`config.mk`:
```
export PLATFORM = sky130hd
export DESIGN_NAME = alu_op_sequencer
export DESIGN_NICKNAME = d
export VERILOG_FILES = /design/src/rtl/alu_op_sequencer_pkg.sv /design/src/rtl/alu_op_sequencer_reg_onehot_decoder.sv /design/src/rtl/alu_op_sequencer.sv
export SDC_FILE = /design/constraint.sdc
export NUM_CORES = 1
export LEC_CHECK = 0
export ABC_CLOCK_PERIOD_IN_PS = 9800
export CAP_MARGIN = 25
export CORE_ASPECT_RATIO = 0.7
export CORE_MARGIN = 4
export CORE_UTILIZATION = 40
export DETAILED_ROUTE_END_ITERATION = 12
export PLACE_DENSITY_LB_ADDON = 0.12
export SLEW_MARGIN = 25
export SYNTH_ARGS = -nofsm -noshare
export SYNTH_HDL_FRONTEND = slang
export SYNTH_HIERARCHICAL = 1
export SYNTH_SLANG_ARGS = --single-unit
```
`constraint.sdc`:
```
create_clock -name Clock -period 9.8 [get_ports Clock]
set_input_delay 1.96 -clock Clock [delete_from_list [all_inputs] [get_ports Clock]]
set_output_delay 1.96 -clock Clock [all_outputs]
set_load 0.005 [all_outputs]
```
`src/rtl/alu_op_sequencer_pkg.sv`:
```
// Shared definitions for the micro-op sequencer: state encodings, default opcodes
// and instruction field positions used by the CPU top and the ALU.
package alu_op_sequencer_pkg;

   localparam int STATE_W = 4;

   localparam logic [3:0] S_IDLE = 4'd0;
   localparam logic [3:0] S_LD_A = 4'd1;
   localparam logic [3:0] S_LD_B = 4'd2;
   localparam logic [3:0] S_T0   = 4'd3;
   localparam logic [3:0] S_T1   = 4'd4;
   localparam logic [3:0] S_T2   = 4'd5;
   localparam logic [3:0] S_T3   = 4'd6;
   localparam logic [3:0] S_T4   = 4'd7;
   localparam logic [3:0] S_T5   = 4'd8;
   localparam logic [3:0] S_T6   = 4'd9;
   localparam logic [3:0] S_DONE = 4'd10;

   localparam logic [4:0] OPC_MUL_DEF = 5'b01111;
   localparam logic [4:0] OPC_DIV_DEF = 5'b10000;

   localparam int OPC_LSB = 27;
   localparam int RA_LSB  = 23;
   localparam int RB_LSB  = 19;
   localparam int RC_LSB  = 15;

   function automatic logic [4:0] instr_opc(input logic [31:0] w);
      return w[OPC_LSB +: 5];
   endfunction

   function automatic logic [3:0] instr_ra(input logic [31:0] w);
      return w[RA_LSB +: 4];
   endfunction

   function automatic logic [3:0] instr_rb(input logic [31:0] w);
      return w[RB_LSB +: 4];
   endfunction

   function automatic logic [3:0] instr_rc(input logic [31:0] w);
      return w[RC_LSB +: 4];
   endfunction

endpackage

```
`src/rtl/alu_op_sequencer_reg_onehot_decoder.sv`:
```
// Binary register index to one-hot select; all-zero when disabled.
module reg_onehot_decoder #(
   parameter int NREGS = 16,
   localparam int RW = $clog2(NREGS)
) (
   input  logic             en_i,
   input  logic [RW-1:0]    idx_i,
   output logic [NREGS-1:0] onehot_o
);

   always_comb begin
      onehot_o = '0;
      if (en_i) onehot_o[idx_i] = 1'b1;
   end

endmodule

```
`src/rtl/alu_op_sequencer.sv`:
```
// Moore micro-op sequencer: optional register preload through MDR, then
// fetch (T0-T2) and execute (T3-T5, plus T6 for two-result MUL/DIV).
module alu_op_sequencer
   import alu_op_sequencer_pkg::*;
#(
   parameter int         DATA_W      = 32,
   parameter int         NREGS       = 16,
   parameter int         NUM_PRELOAD = 4,
   parameter logic [4:0] OPC_MUL     = OPC_MUL_DEF,
   parameter logic [4:0] OPC_DIV     = OPC_DIV_DEF,
   localparam int        IDX_W       = $clog2(NUM_PRELOAD),
   localparam int        CNT_W       = IDX_W + 1,
   localparam int        RW          = $clog2(NREGS)
) (
   input  logic              Clock,
   input  logic              clear,
   input  logic              pl_wr_en,
   input  logic [IDX_W-1:0]  pl_wr_idx,
   input  logic [RW-1:0]     pl_wr_reg,
   input  logic [DATA_W-1:0] pl_wr_data,
   input  logic [CNT_W-1:0]  preload_cnt,
   input  logic [31:0]       instr,
   input  logic              start,
   output logic              busy,
   output logic              done,
   output logic [DATA_W-1:0] Mdatain,
   output logic              PCout,
   output logic              Zlowout,
   output logic              Zhighout,
   output logic              MDRout,
   output logic              MARin,
   output logic              Zin,
   output logic              PCin,
   output logic              MDRin,
   output logic              IRin,
   output logic              Yin,
   output logic              IncPC,
   output logic              Read,
   output logic              HIin,
   output logic              LOin,
   output logic [NREGS-1:0]  Rin,
   output logic [NREGS-1:0]  Rout,
   output logic [4:0]        alu_op
);

   logic [STATE_W-1:0] state_q, state_d;
   logic [CNT_W-1:0]   idx_q, idx_d, cnt_q, cnt_clamped, idx_inc;
   logic [31:0]        instr_q;
   logic [DATA_W-1:0]  pl_data_q [NUM_PRELOAD];
   logic [RW-1:0]      pl_reg_q  [NUM_PRELOAD];
   logic [IDX_W-1:0]   entry;
   logic [4:0]         opc;
   logic               start_acc, two_result;
   logic               rin_en, rout_en;
   logic [RW-1:0]      rin_sel, rout_sel;

   assign start_acc   = (state_q == S_IDLE) && start;
   assign cnt_clamped = (preload_cnt > CNT_W'(NUM_PRELOAD)) ? CNT_W'(NUM_PRELOAD) : preload_cnt;
   assign idx_inc     = idx_q + CNT_W'(1);
   assign entry       = idx_q[IDX_W-1:0];
   assign opc         = instr_opc(instr_q);
   assign two_result  = (opc == OPC_MUL) || (opc == OPC_DIV);

   always_comb begin
      state_d = state_q;
      idx_d   = idx_q;
      case (state_q)
         S_IDLE: begin
            if (start) begin
               idx_d   = '0;
               state_d = (cnt_clamped != '0) ? S_LD_A : S_T0;
            end
         end
         S_LD_A: state_d = S_LD_B;
         S_LD_B: begin
            idx_d   = idx_inc;
            state_d = (idx_inc < cnt_q) ? S_LD_A : S_T0;
         end
         S_T0:   state_d = S_T1;
         S_T1:   state_d = S_T2;
         S_T2:   state_d = S_T3;
         S_T3:   state_d = S_T4;
         S_T4:   state_d = S_T5;
         S_T5:   state_d = two_result ? S_T6 : S_DONE;
         S_T6:   state_d = S_DONE;
         default: state_d = S_IDLE;
      endcase
   end

   always_ff @(posedge Clock) begin
      if (clear) begin
         state_q <= S_IDLE;
         idx_q   <= '0;
      end else begin
         state_q <= state_d;
         idx_q   <= idx_d;
      end
   end

   // Table writes are locked out while busy so a run sees a stable table.
   always_ff @(posedge Clock) begin
      if (start_acc) begin
         instr_q <= instr;
         cnt_q   <= cnt_clamped;
      end
      if (pl_wr_en && (state_q == S_IDLE)) begin
         pl_data_q[pl_wr_idx] <= pl_wr_data;
         pl_reg_q[pl_wr_idx]  <= pl_wr_reg;
      end
   end

   assign rin_en   = (state_q == S_LD_B) || ((state_q == S_T5) && !two_result);
   assign rin_sel  = (state_q == S_LD_B) ? pl_reg_q[entry] : RW'(instr_ra(instr_q));
   assign rout_en  = (state_q == S_T3) || (state_q == S_T4);
   assign rout_sel = (state_q == S_T3) ? RW'(instr_rb(instr_q)) : RW'(instr_rc(instr_q));

   reg_onehot_decoder #(.NREGS(NREGS)) u_rin_dec (
      .en_i     (rin_en),
      .idx_i    (rin_sel),
      .onehot_o (Rin)
   );

   reg_onehot_decoder #(.NREGS(NREGS)) u_rout_dec (
      .en_i     (rout_en),
      .idx_i    (rout_sel),
      .onehot_o (Rout)
   );

   always_comb begin
      busy     = (state_q != S_IDLE);
      done     = 1'b0;
      Mdatain  = '0;
      PCout    = 1'b0;
      Zlowout  = 1'b0;
      Zhighout = 1'b0;
      MDRout   = 1'b0;
      MARin    = 1'b0;
      Zin      = 1'b0;
      PCin     = 1'b0;
      MDRin    = 1'b0;
      IRin     = 1'b0;
      Yin      = 1'b0;
      IncPC    = 1'b0;
      Read     = 1'b0;
      HIin     = 1'b0;
      LOin     = 1'b0;
      alu_op   = '0;
      case (state_q)
         S_LD_A: begin
            Mdatain = pl_data_q[entry];
            Read    = 1'b1;
            MDRin   = 1'b1;
         end
         S_LD_B: MDRout = 1'b1;
         S_T0: begin
            PCout = 1'b1;
            MARin = 1'b1;
            IncPC = 1'b1;
            Zin   = 1'b1;
         end
         S_T1: begin
            Zlowout = 1'b1;
            PCin    = 1'b1;
            Read    = 1'b1;
            MDRin   = 1'b1;
            Mdatain = DATA_W'(instr_q);
         end
         S_T2: begin
            MDRout = 1'b1;
            IRin   = 1'b1;
         end
         S_T3: Yin = 1'b1;
         S_T4: begin
            alu_op = opc;
            Zin    = 1'b1;
         end
         S_T5: begin
            Zlowout = 1'b1;
            LOin    = two_result;
         end
         S_T6: begin
            Zhighout = 1'b1;
            HIin     = 1'b1;
         end
         S_DONE: done = 1'b1;
         default: ;
      endcase
   end

endmodule

```
# After elaboration in Yosys (flattened, before gate mapping)
# Memories as Yosys holds them, arrays and structs flattened. A register that Yosys moved wholly into a read port is not among the register bits.
# Index checks and enable logic that the tools add are counted.
# word_totals
n_memories,2
input_bits,77
register_bits,42
ram_bits,144
wordCells,79
# op_classes
n_reduce_logical,18
muxes,35
eq_ne,13
order_cmp,6
n_addsub,1
# memory_table
memory,words,word_bits,rd,rd_ports_with_merged_regs,wr,line_no,source
pl_data_q,4,32,1,1,1,alu_op_sequencer.sv:49,logic [DATA_W-1:0] pl_data_q [NUM_PRELOAD];
pl_reg_q,4,4,1,1,1,alu_op_sequencer.sv:50,logic [RW-1:0] pl_reg_q [NUM_PRELOAD];
# op_table
op,count
32-bit case mux with 2 select lines,1
4-bit case mux with 10 select lines,1
16-bit 2-to-1 mux,2
4-bit by 3-bit equality test with 1-bit output (second input constant),4
1-bit 2-to-1 mux,15
2-bit 2-to-1 mux,7
4-bit equality test (second input constant),3
4-bit 2-to-1 mux,3
4-bit by 5-bit less-than comparator with 1-bit output (second input constant),2
1-bit demux with 4-bit select,2
4-bit by 2-bit equality test with 1-bit output (second input constant),2
4-bit by 1-bit >= comparator with 1-bit output (second input constant),2
2-bit OR reduction,4
3-bit 2-to-1 mux,2
3-bit case mux with 2 select lines,1
5-bit by 4-bit equality test with 1-bit output (second input constant),1
5-bit equality test (second input constant),1
1-bit logical AND,5
5-bit 2-to-1 mux,1
4-bit by 1-bit equality test with 1-bit output (second input constant),1
4-bit zero test,1
4-bit nonzero test,1
3-bit by 1-bit adder with 3-bit output (second input constant),1
3-bit greater-than comparator (second input constant),1
other kinds (7),9

# Longest topological paths before layout
# Gate-level depths: netlist (run 1).
# logic_depth
word_depth,7
depth_mapped,7
ltp_nobuf,7

# Modules after synthesis
# Netlist (run 1), hierarchy kept.
# by_module_without_submodules
mod,instances,cells_each,seq_area_each_um2,area_per_inst_um2
alu_op_sequencer,1,385,5555.3,7425.9
reg_onehot_decoder at u_rin_dec,1,23,0.0,120.1
reg_onehot_decoder at u_rout_dec,1,23,0.0,117.6

# Worst setup path before layout (run 1)
# Ideal clock, no wire load.
# synth_path
kind,input-to-reg
start,in pl_wr_en
end,"mem pl_data_q[0][0], enable pin"
arrival_ns,4.797
cell_stages,2
required_time_ns,9.318
setup_slack_ns,4.521
cell_sequence,and2_1 nor3b_1
# synth_between
elab_chain_cells,3
# synth_lines
item,line_no,source
from (decl),alu_op_sequencer.sv:17,"input logic pl_wr_en,"
1-bit logical AND,alu_op_sequencer.sv:106,if (pl_wr_en && (state_q == S_IDLE)) begin
1-bit 2-to-1 mux,alu_op_sequencer.sv:106,
1-bit 2-to-1 mux (not written as such),alu_op_sequencer.sv:107,pl_data_q[pl_wr_idx] <= pl_wr_data;
to (decl),alu_op_sequencer.sv:49,
# Every way passes these cells.

# Final worst setup path (run 1)
# layout_path
start,reg state_q[1]
end,out Rout[0]
# layout_between
elab_chain_cells,7
elab_cells_between_ends,10
cone_classes,order compare (2); eq/ne (2); mux (4); reduce/logical (2)
# layout_lines
item,line_no,source
from (decl),alu_op_sequencer.sv:46,"logic [STATE_W-1:0] state_q, state_d;"
from (signal assigned),alu_op_sequencer.sv:95,state_q <= state_d;
4-bit by 3-bit equality test with 1-bit output (*),alu_op_sequencer.sv:115,assign rout_sel = (state_q == S_T3) ? RW'(instr_rb(instr_q)) : RW'(instr_rc(instr_q));
4-bit 2-to-1 mux (*),alu_op_sequencer.sv:115,
via rout_sel[3],alu_op_sequencer.sv:55,"logic [RW-1:0] rin_sel, rout_sel;"
4-bit by 5-bit less-than comparator with 1-bit output (not written as such) / 4-bit by 1-bit >= comparator with 1-bit output (equally long branches),alu_op_sequencer_reg_onehot_decoder.sv:13,if (en_i) onehot_o[idx_i] = 1'b1;
1-bit logical AND (not written as such),alu_op_sequencer_reg_onehot_decoder.sv:13,
1-bit 2-to-1 mux (not written as such),alu_op_sequencer_reg_onehot_decoder.sv:13,
1-bit demux with 4-bit select (*),-,
16-bit 2-to-1 mux (*),alu_op_sequencer_reg_onehot_decoder.sv:13,
to (decl),alu_op_sequencer.sv:42,"output logic [NREGS-1:0] Rout,"
# The timed path passes the listed nets; every way through them passes the cells marked *.

==> results of run 1 <==
[flip-flops by register name (all words and copies together) (netlist names), named ones only]
| signal | flops |
|---|---|
| idx_q | 3 |
| state_q | 4 |
| pl_data_q | 128 |
| instr_q | 32 |
| pl_reg_q | 16 |
| cnt_q | 3 |
[where the power goes]
part           switching [W]  total (W)  internal, W  leakage, nW
Sequential         0.0000234   0.000945     0.000922         1.72
Clock               0.000310   0.000697     0.000388        0.296
Combinational      0.0000844   0.000181    0.0000967         1.26
[routing by layer]
metal	up-vias	track usage	share of wire
met1	2256	0.235	0.46
met4	4	0.0319	0.0038
met5	-	0	0.0017
met3	9	0.0552	0.066
met2	152	0.276	0.47
li1	2051	-	-
[worst max-delay path, cell delays in order, from the launching register on]
cell	delay, ps
dfxtp_1	630
nand2b_1	230
nor3b_4	480
mux2_2	450
or3b_4	440
nor3_2	110
clkdlybuf4s50_1	510
[cell usage after synthesis (3+ instances only)]
cell type | number | area [µm²]
edfxtp_1 | 179 | 5380
nor2_1 | 38 | 143
mux4_2 | 36 | 811
a22o_1 | 32 | 280
nand2_1 | 22 | 82.6
clkbuf_1 | 10 | 37.5
and2_1 | 9 | 56.3
dfxtp_1 | 9 | 180
nand2b_1 | 9 | 56.3
nor3_1 | 9 | 45.0
nand3b_1 | 7 | 52.6
a21oi_1 | 6 | 30.0
buf_4 | 6 | 45.0
buf_2 | 5 | 25.0
mux2_2 | 4 | 45.0
nor2b_1 | 4 | 25.0
ha_1 | 3 | 37.5
inv_1 | 3 | 11.3
nor3_2 | 3 | 30.0
[layout by cell type, fill, tap and decap left out, types with 2 or more instances in the layout]
cell	Yosys	final
nor2_1	38	35
inv_6	0	2
nor3_2	3	2
xor2_1	2	2
clkdlybuf4s50_1	0	161
a21oi_2	2	2
bufinv_16	0	2
inv_8	0	4
ha_1	3	3
edfxtp_1	179	179
mux2_2	4	4
nand2_1	22	22
or3b_4	2	2
and2_1	9	8
o21ai_1	2	2
nand2b_1	9	9
a21oi_1	6	6
nor2b_1	4	4
nor3_1	9	9
dfxtp_1	9	7
clkinv_4	0	3
nor2_4	1	4
nor4_1	2	2
nand3b_1	7	7
nand3_1	2	2
inv_1	3	3
buf_4	6	4
mux4_2	36	36
clkbuf_16	0	17
a22o_1	32	32
[final cells by class]
type / count / area share
Sequential cell: 188 / 0.547
Multi-Input combinational cell: 215 / 0.198
Timing Repair Buffer: 166 / 0.164
Clock buffer: 18 / 0.0423
Tap cell: 242 / 0.0298
Clock inverter: 14 / 0.0175
Inverter: 3 / 0.00111
[how the worst max path moves through the flow]
| stage | start | to | slack [ps] | depth (start not counted) |
|---|---|---|---|---|
| finish | state_q[1]$_SDFFE_PP0P_ | Rout[0] | 4560 | 6 |
| global route | state_q[1]$_SDFFE_PP0P_ | Rout[0] | 4360 | 6 |
| CTS | state_q[1]$_SDFFE_PP0P_ | Rout[0] | 4510 | 6 |
| detailed placement | state_q[1]$_SDFFE_PP0P_ | Rout[0] | 4980 | 6 |
| global placement | state_q[1]$_SDFFE_PP0P_ | Rout[0] | 4970 | 6 |
| floorplan | pl_wr_en | pl_data_q[0][0]$_DFFE_PP_ | 4520 | 2 |
[logic make-up (layout without fill, tap and decap cells)]
kind of cell,count (synthesis),after routing,synth area share
AO/OA/AOI/OAI,47,47,0.0488
XOR/XNOR,3,3,0.00343
adder cells (fa/ha/maj),3,3,0.00490
buffers and inverters,28,201,0.0186
flip-flops,188,188,0.725
multiplexers,41,41,0.113
AND/OR/NAND/NOR,121,121,0.0864
[metrics by stage]
stage	area [µm²]	setup WS, ps
2_1_floorplan	7660	4520
3_3_place_gp	9520	4970
3_5_place_dp	9520	4980
4_1_cts	10100	4510
5_1_grt	10200	4360
6_report	10200	4560
==> out/results.ini, run 1 <==
[cells_and_area]
final_core_util=0.538
area_growth_pct=32.5
drive_gt1_frac=0.159
multi_input_area_um2=2010
stdcell_count=846
fill_cells=1483
final_nets=671
diodes=0
area.sequential_um2=5560

[setup_path]
worstPathMaxFanout=15
r2r_end=pl_data_q[2][20]$_DFFE_PP_
worstSetupStartpointType=flip-flop
reg2reg_slack_ps=7310
end_kind=output pin
crit_type=flip-flop to output pin
arrival_ps=3280
cp.required_ps=7840
worstRegToRegCells=5
r2r-start=state_q[3]$_SDFFE_PP0P_

[synth]
synth_warnings=6
ys_types=47
synth_nets=511
synth_edf_count=179
synth_ff_type=edfxtp_1
seq_area_frac_synth=0.725
synth-async-reset-ratio=0
synth_seq_cells=188
syn_inst=431
syn_area_um2=7660
avgSynthCellArea_um2=17.8

[power]
peakVddDrop_mv=0.108
p_per_area_nw_per_um2=180
leakagePower_nw=3.28
p_total_w=0.00182

[sta]
whs_ps=513
tightest_slew_ps=1010
fin_skew_ps=9.27
hold_viol_final=0
finalSetupViolCount=0
rsz0062_at_grt=no
relSlewSlack=0.328
finalCritPeriodShare=0.535
slew_viol_final=0
finalCriticalPeriod_ps=5240
setup_tns_ps=0
max_freq_ghz=0.191

[die]
rows=42
io_pins=162
core_area_um2=18900
die_x_um=173
die_y_um=124
dieArea_um2=21500
start_util=0.406

[clock_tree]
cts_buffers=17
cts_tree=done
clk_pin_slew_ps=70
htreeDepth=4
cts.path.max_buffers=2
hold_buffers=0
cts-resized-gates=0
clock-sinks=188
cts.root.buffer_cell=clkbuf_16
post_cts_buffers=0
insertion_delay_ps=420

[run_status]
status=complete, no violations

[detailed_routing]
ant_nets=0
dr.first_iter.drc_count=323
vias=4472
viasPerCell=5.29
drt_wl_total_um=17900
dr.pass1.iters=6
drc=0
wl_per_cell_um=21.2

[place]
portBuffers=161
placed_cells=813
dpl.hpwl_um=11600
gp_congestion=0.851

[hold_path]
hold_path.class=flip-flop to flip-flop
min_path_cells=2
min_from=idx_q[2]$_SDFFE_PP0P_
worst_hold_path.endpoint=idx_q[2]$_SDFFE_PP0P_

[global_routing]
grt_start_max_net_pins=37
grt_pass1_wl_um=27400
grt-ovfl-total=0
track_usage=0.172
grt_pass1_vias=4743
antenna_found_initial=2

[run]
drv_cap=0

Power figures use the tool's default switching activity.
==> run 2: changes to the inputs <==
- ABC_CLOCK_PERIOD_IN_PS: 9800 -> 4600
- clock period: 9.8 -> 4.6 ns (I/O delays scaled with it)
==> run 2 against run 1 <==
Clock-buffer cell count shrank 1. Core utilization shrank 0.17 points. Die area is the same. Global-route usage is essentially flat. Register-to-register slack lost 5500 ps. Worst setup slack lost 4100 ps. Worst hold slack gained 7.9 ps. Final cell count grew 0.35%. Clock skew grew 1.2 ps. Flip-flop and latch count is the same. Clock power grew 100%. Critical path type unchanged.
==> out/results.ini, run 2 (synthesis results as in run 1) <==
[sta]
finalCritPeriodShare=0.891
setup_tns_ps=0  ; unchanged
hold_viol_final=0  ; unchanged
finalCriticalPeriod_ps=4100
finalSetupViolCount=0  ; unchanged
tightest_slew_ps=793  ; -215 ps
slew_viol_final=0  ; unchanged
rsz0062_at_grt=no
max_freq_ghz=0.244
relSlewSlack=0.470  ; +0.142
fin_skew_ps=10.5  ; +1.21 ps

[cells_and_area]
fill_cells=1502  ; +1.3%
fin_area_um2=10100  ; -0.32%
reg_top3=pl_data_q (128), instr_q (32), pl_reg_q (16)
layout_common_cells=edfxtp_1 (179), clkdlybuf4s50_1 (161), mux4_2 (36)
drive_gt1_frac=0.163  ; +0.00443
final_common_cell=edfxtp_1
stdcell_count=849  ; +0.35%
multi_input_area_um2=2010  ; unchanged
largest_reg_flops=128  ; unchanged
final_core_util=0.537  ; -0.00172
final_nets=673  ; +0.30%
area.sequential_um2=5560  ; unchanged
area_growth_pct=32.1
regMostFlops=pl_data_q

[global_routing]
antenna_found_initial=3  ; +1
grt_pass1_wl_um=27200  ; -0.73%
grt-ovfl-total=0  ; unchanged
track_usage=0.172  ; +0.000358
grt_pass1_vias=4591  ; -3.2%
grt_start_max_net_pins=37  ; unchanged

[run]
drv_cap=0  ; unchanged

[clock_tree]
hold_buffers=0  ; unchanged
clk_pin_slew_ps=70  ; about the same
clock-sinks=188  ; unchanged
cts-resized-gates=0  ; unchanged
insertion_delay_ps=430  ; about the same
post_cts_buffers=0  ; unchanged
cts_buffers=17  ; unchanged
cts.root.buffer_cell=clkbuf_16
cts_tree=done
cts.path.max_buffers=2  ; unchanged
htreeDepth=4  ; unchanged

[setup_path]
slowest_delay_ps=720  ; +90 ps
worstPathMaxFanout=18  ; +3
worstSetupStartpointType=flip-flop
crit_top_cell=nand2b_1
path_cells=nand2b_1 -> nand2b_1 -> a21boi_0 -> or3b_4 -> nor3_2 -> clkdlybuf4s50_1
crit_type=flip-flop to output pin
cp_num_buf_inv=1  ; unchanged
critical-path-top-delay-family=simple AND/OR/NAND/NOR gates
cp.required_ps=3680  ; -4160 ps
end_kind=output pin
cp_slowest_cell=dfxtp_1
arrival_ps=3180  ; -100 ps

[run_status]
status=complete, no violations

[detailed_routing]
ant_nets=0  ; unchanged
dr.pass1.iters=4  ; -2
vias=4419  ; -1.2%
drc=0  ; unchanged
viasPerCell=5.20  ; -1.5%
wl_per_cell_um=21.2  ; +0.36%
drt_wl_total_um=18000  ; +0.72%
dr.first_iter.drc_count=285  ; -12%

[power]
intPower_w=0.00289  ; +110%
leakagePower_nw=3.27  ; -0.26%
p_total_w=0.00382  ; +110%
seq_power_share=0.525  ; +0.007
combinationalPowerShare=0.103  ; +0.004
peakVddDrop_mv=0.235  ; +120%
sw_frac_of_total=0.243  ; +0.0142
pwr-share-clk=0.373  ; -0.009
p_per_area_nw_per_um2=377  ; +110%
switching_power_w=0.000929  ; +120%

[place]
placed_cells=816  ; +0.37%
portBuffers=161  ; unchanged
gp_congestion=0.856  ; +0.51%
dpl.hpwl_um=12000  ; +3.7%
postPlaceCellArea_um2=9540  ; +0.24%

[die]
die_y_um=124  ; unchanged
core_area_um2=18900  ; unchanged
rows=42  ; unchanged
die_x_um=173  ; unchanged
dieArea_um2=21500  ; unchanged
io_pins=162  ; unchanged
start_util=0.406  ; unchanged

[hold_path]
hold_path.class=flip-flop to flip-flop

[run 2: final timing paths]
| kind | start | endpoint | slack, ps | cells after the start |
|---|---|---|---|---|
| min reg2reg | idx_q[1]$_SDFFE_PP0P_ | flip-flop | 520 | 2 |
| min | idx_q[1]$_SDFFE_PP0P_ | flip-flop | 520 | 2 |
| max | state_q[3]$_SDFFE_PP0P_ | Rin[0] | 500 | 6 |
| max reg2reg | state_q[3]$_SDFFE_PP0P_ | pl_data_q[2][1]$_DFFE_PP_ | 1800 | 5 |
[run 2: power by group through the flow]
stage	registers (W)	logic (W)	clock network [W]
2_1_floorplan	0.00202	0.000194	0
3_3_place_gp	0.00204	0.000394	0
3_5_place_dp	0.00205	0.000396	0
4_1_cts	0.00201	0.000399	0.00146
5_1_grt	0.00202	0.000427	0.00153
6_report	0.00201	0.000392	0.00142
[run 2: per-layer routing]
layer  global-route usage  part of all wire  wire [µm]  up-vias
li1                     -                 -          -     2040
met5                    0            0.0023         42        -
met4               0.0518             0.015        269        6
met2                0.266              0.45       8200      155
met3               0.0667             0.086       1550       25
met1                0.229              0.44       7980     2193
[run 2: final cells by class]
type	count	share of cell area
timing repair buffer	168	0.164
tap	242	0.0299
inverter	3	0.00111
antenna	1	0.000247
sequential	188	0.549
clock inverter	15	0.0150
multi-input combinational	215	0.198
clock buffer	17	0.0420
[run 2: metrics by stage]
stage | setup slack (ps) | hold slack [ps]
floorplan | 361 | 467
global placement | 1060 | 492
detailed placement | 956 | 498
CTS | 498 | 514
global route | 271 | 528
finish | 502 | 521
[run 2: worst min-delay path, delay by kind of cell, from the launching register on]
kind	cells	cell delay (ps)
AOI/OAI and AO/OA	1	80
and+or+nand+nor	1	80
DFF	1	320
==> run 3: changes to the inputs <==
- ABC_AREA: not set -> 1
==> run 3 against run 2 <==
Sequential power hardly changed. Worst hold slack worse by 4.4 ps. Non-clock buffer count is 3 higher. Final cell count is 37% higher. Sequential share of layout area is 1.5 points lower. Global-route usage is 0.93 points higher. Clock power is 12% higher. Clock skew hardly changed. Core utilization is 0.69 points higher. Design area is 2.7% higher. Register-to-register slack better by 800 ps. Critical endpoint is now Rin[7]. Highest routed layer unchanged.
==> out/results.ini, run 3 <==
[clock_tree]
hold_buffers=0  ; unchanged
cts-resized-gates=0  ; unchanged
cts.path.max_buffers=2  ; unchanged
clk_pin_slew_ps=70  ; about the same
post_cts_buffers=0  ; unchanged
clock-sinks=188  ; unchanged
insertion_delay_ps=430  ; about the same
cts.root.buffer_cell=clkbuf_16
htreeDepth=4  ; unchanged
cts_tree=done
cts_buffers=17  ; unchanged

[die]
start_util=0.412  ; +0.00574
io_pins=162  ; unchanged
die_x_um=176  ; +1.3%
die_y_um=125  ; +1.3%
dieArea_um2=22000  ; +2.7%
core_area_um2=19100  ; +1.4%
rows=42  ; unchanged

[cells_and_area]
final_common_cell=nand2_1
drive_gt1_frac=0.0626  ; -0.101
reg_top3=pl_data_q (128), instr_q (32), pl_reg_q (16)
layout_common_cells=nand2_1 (216), edfxtp_1 (179), clkdlybuf4s50_1 (161)
largest_reg_flops=128  ; unchanged
regMostFlops=pl_data_q
area_growth_pct=31.9
stdcell_count=1159  ; +37%
final_nets=961  ; +43%

[setup_path]
cp_slowest_cell=buf_4
cp.required_ps=3680  ; about the same
reg2reg_slack_ps=2600  ; +800 ps
crit_top_cell=o21ai_0
worstPathMaxFanout=57  ; +39
r2r-start=state_q[3]$_SDFFE_PP0P_
worstSetupStartpointType=flip-flop
slowest_delay_ps=570  ; -150 ps
end_kind=output pin
r2r_end=pl_data_q[0][0]$_DFFE_PP_
worstRegToRegCells=6  ; +1
crit_type=flip-flop to output pin
path_cells=buf_4 -> o21ai_0 -> o21ai_0 -> nand2_1 -> o21ai_0 -> nand2_1 -> nor2_1 -> clkdlybuf4s50_1
arrival_ps=3110  ; -70 ps

[global_routing]
grt_start_max_net_pins=58  ; +57%
grt_pass1_wl_um=30600  ; +12%
track_usage=0.181  ; +0.00928
grt-ovfl-total=0  ; unchanged
grt_pass1_vias=5612  ; +22%
antenna_found_initial=3  ; unchanged

[hold_path]
hold_path.class=flip-flop to flip-flop
min_from=idx_q[1]$_SDFFE_PP0P_
min_path_cells=2  ; unchanged

[power]
p_per_area_nw_per_um2=385  ; +2.1%
leakagePower_nw=3.82  ; +17%
peakVddDrop_mv=0.220  ; -6.6%

[synth]
syn_area_um2=7880  ; +2.8%
synth_ff_type=edfxtp_1
yosysMostFrequentCell=nand2_1
yosysTopAreaCellShare=0.682  ; -0.0193
synth_nets=806  ; +58%
yosysTopAreaCell=edfxtp_1
synth_seq_cells=188  ; unchanged
synth-async-reset-ratio=0  ; unchanged
synth_edf_count=179  ; unchanged
synth_warnings=6  ; unchanged
syn_inst=726  ; +68%
avgSynthCellArea_um2=10.9  ; -39%
yosys-top-cells-count=nand2_1 (216), edfxtp_1 (179), nand3_1 (113), nor2_1 (67), inv_1 (42)
synthTopCellsByArea=edfxtp_1 (68%), nand2_1 (10%), nand3_1 (7.2%)
ys_types=20  ; -57%
seq_area_frac_synth=0.705  ; -0.0199

[sta]
finalCritPeriodShare=0.876  ; -0.0152
relSlewSlack=0.524  ; +0.0538
hold_viol_final=0  ; unchanged
tightest_slew_ps=712  ; -80.5 ps
max_freq_ghz=0.248  ; +1.7%
setup_tns_ps=0  ; unchanged
slew_viol_final=0  ; unchanged
finalSetupViolCount=0  ; unchanged
fin_skew_ps=10.1  ; -0.328 ps
rsz0062_at_grt=no
finalCriticalPeriod_ps=4030  ; -70.1 ps

[place]
placed_cells=1126  ; +38%
dpl.hpwl_um=13200  ; +9.6%
portBuffers=161  ; unchanged
gp_congestion=0.876  ; +2.4%

[detailed_routing]
drc=0  ; unchanged
dr.first_iter.drc_count=514  ; +80%
wl_per_cell_um=17.6  ; -17%
dr.pass1.iters=5  ; +1
vias=5747  ; +30%
viasPerCell=4.96  ; -4.7%
drt_wl_total_um=20400  ; +13%
ant_nets=0  ; unchanged

[run_status]
status=complete, no violations

[run]
drv_cap=0  ; unchanged

-- run 3: changes by cell type after synthesis, sizes merged, moves of 32 or more --
cell	change
nand2	+194
a22o	-32
mux4	-36
nor2	+32
nand3	+111
inv	+44
o21ai	+34
-- run 3: cell families (layout without fill, tap and decap cells) --
group / Yosys count / in the layout / synth area share
AND/OR/NAND/NOR: 407 / 407 / 0.216
flip-flops: 188 / 188 / 0.705
buffers and inverters: 82 / 250 / 0.0445
AO/OA/AOI/OAI: 45 / 45 / 0.0286
adder cells (fa/ha/maj): 3 / 3 / 0.00476
XOR/XNOR: 1 / 1 / 0.00111
other: 0 / 1 / 0
-- run 3: per-layer routing --
metal / global-route usage / part of all wire / routed length, µm / vias up
met2: 0.296 / 0.47 / 9640 / 216
met3: 0.0552 / 0.077 / 1560 / 14
met5: 0 / 0.0012 / 24 / -
met1: 0.236 / 0.44 / 8970 / 2737
met4: 0.0527 / 0.0085 / 174 / 4
li1: - / - / - / 2776
-- run 3: power breakdown --
part	switching (W)	internal (W)
logic	0.000250	0.000178
registers	0.0000271	0.00196
clock network	0.000620	0.000966
-- run 3: final cells by class --
cell class | count | area [µm²]
inverters | 47 | 176
multi-input cells | 456 | 2000
diodes | 1 | 2.50
well taps | 264 | 330
clock inverters | 14 | 215
repair buffers | 171 | 1690
clock buffers | 18 | 429
fillers | 1634 | 8730
flip-flops and latches | 188 | 5560
-- run 3: critical path, delay by kind of cell (launching register included) --
kind | cells | cell delay (ps)
AOI/OAI and AO/OA | 3 | 640
buffers and inverters | 2 | 1080
DFF | 1 | 530
and+or+nand+nor | 3 | 410
-- run 3: stage by stage --
stage	total power (W)	hold slack [ps]	cell area, µm²	setup WS, ps	utilization
after floorplan	0.00223	462	7880	646	-
after CTS	0.00404	514	10400	570	0.543
final	0.00401	517	10400	572	0.544
after global placement	0.00245	482	9750	1140	0.510
after global routing	0.00416	540	10400	272	0.544
after detailed placement	0.00246	497	9750	1050	0.510
-- run 3: how the worst max path moves through the flow --
| stage | to | slack (ps) | cells after the start |
|---|---|---|---|
| floorplan | pl_data_q[0][0]$_DFFE_PP_ | 650 | 2 |
| global route | Rin[13] | 270 | 8 |
| finish | Rin[7] | 570 | 8 |
| detailed placement | Rin[7] | 1050 | 8 |
| global placement | Rin[1] | 1140 | 8 |
| CTS | Rin[7] | 570 | 8 |
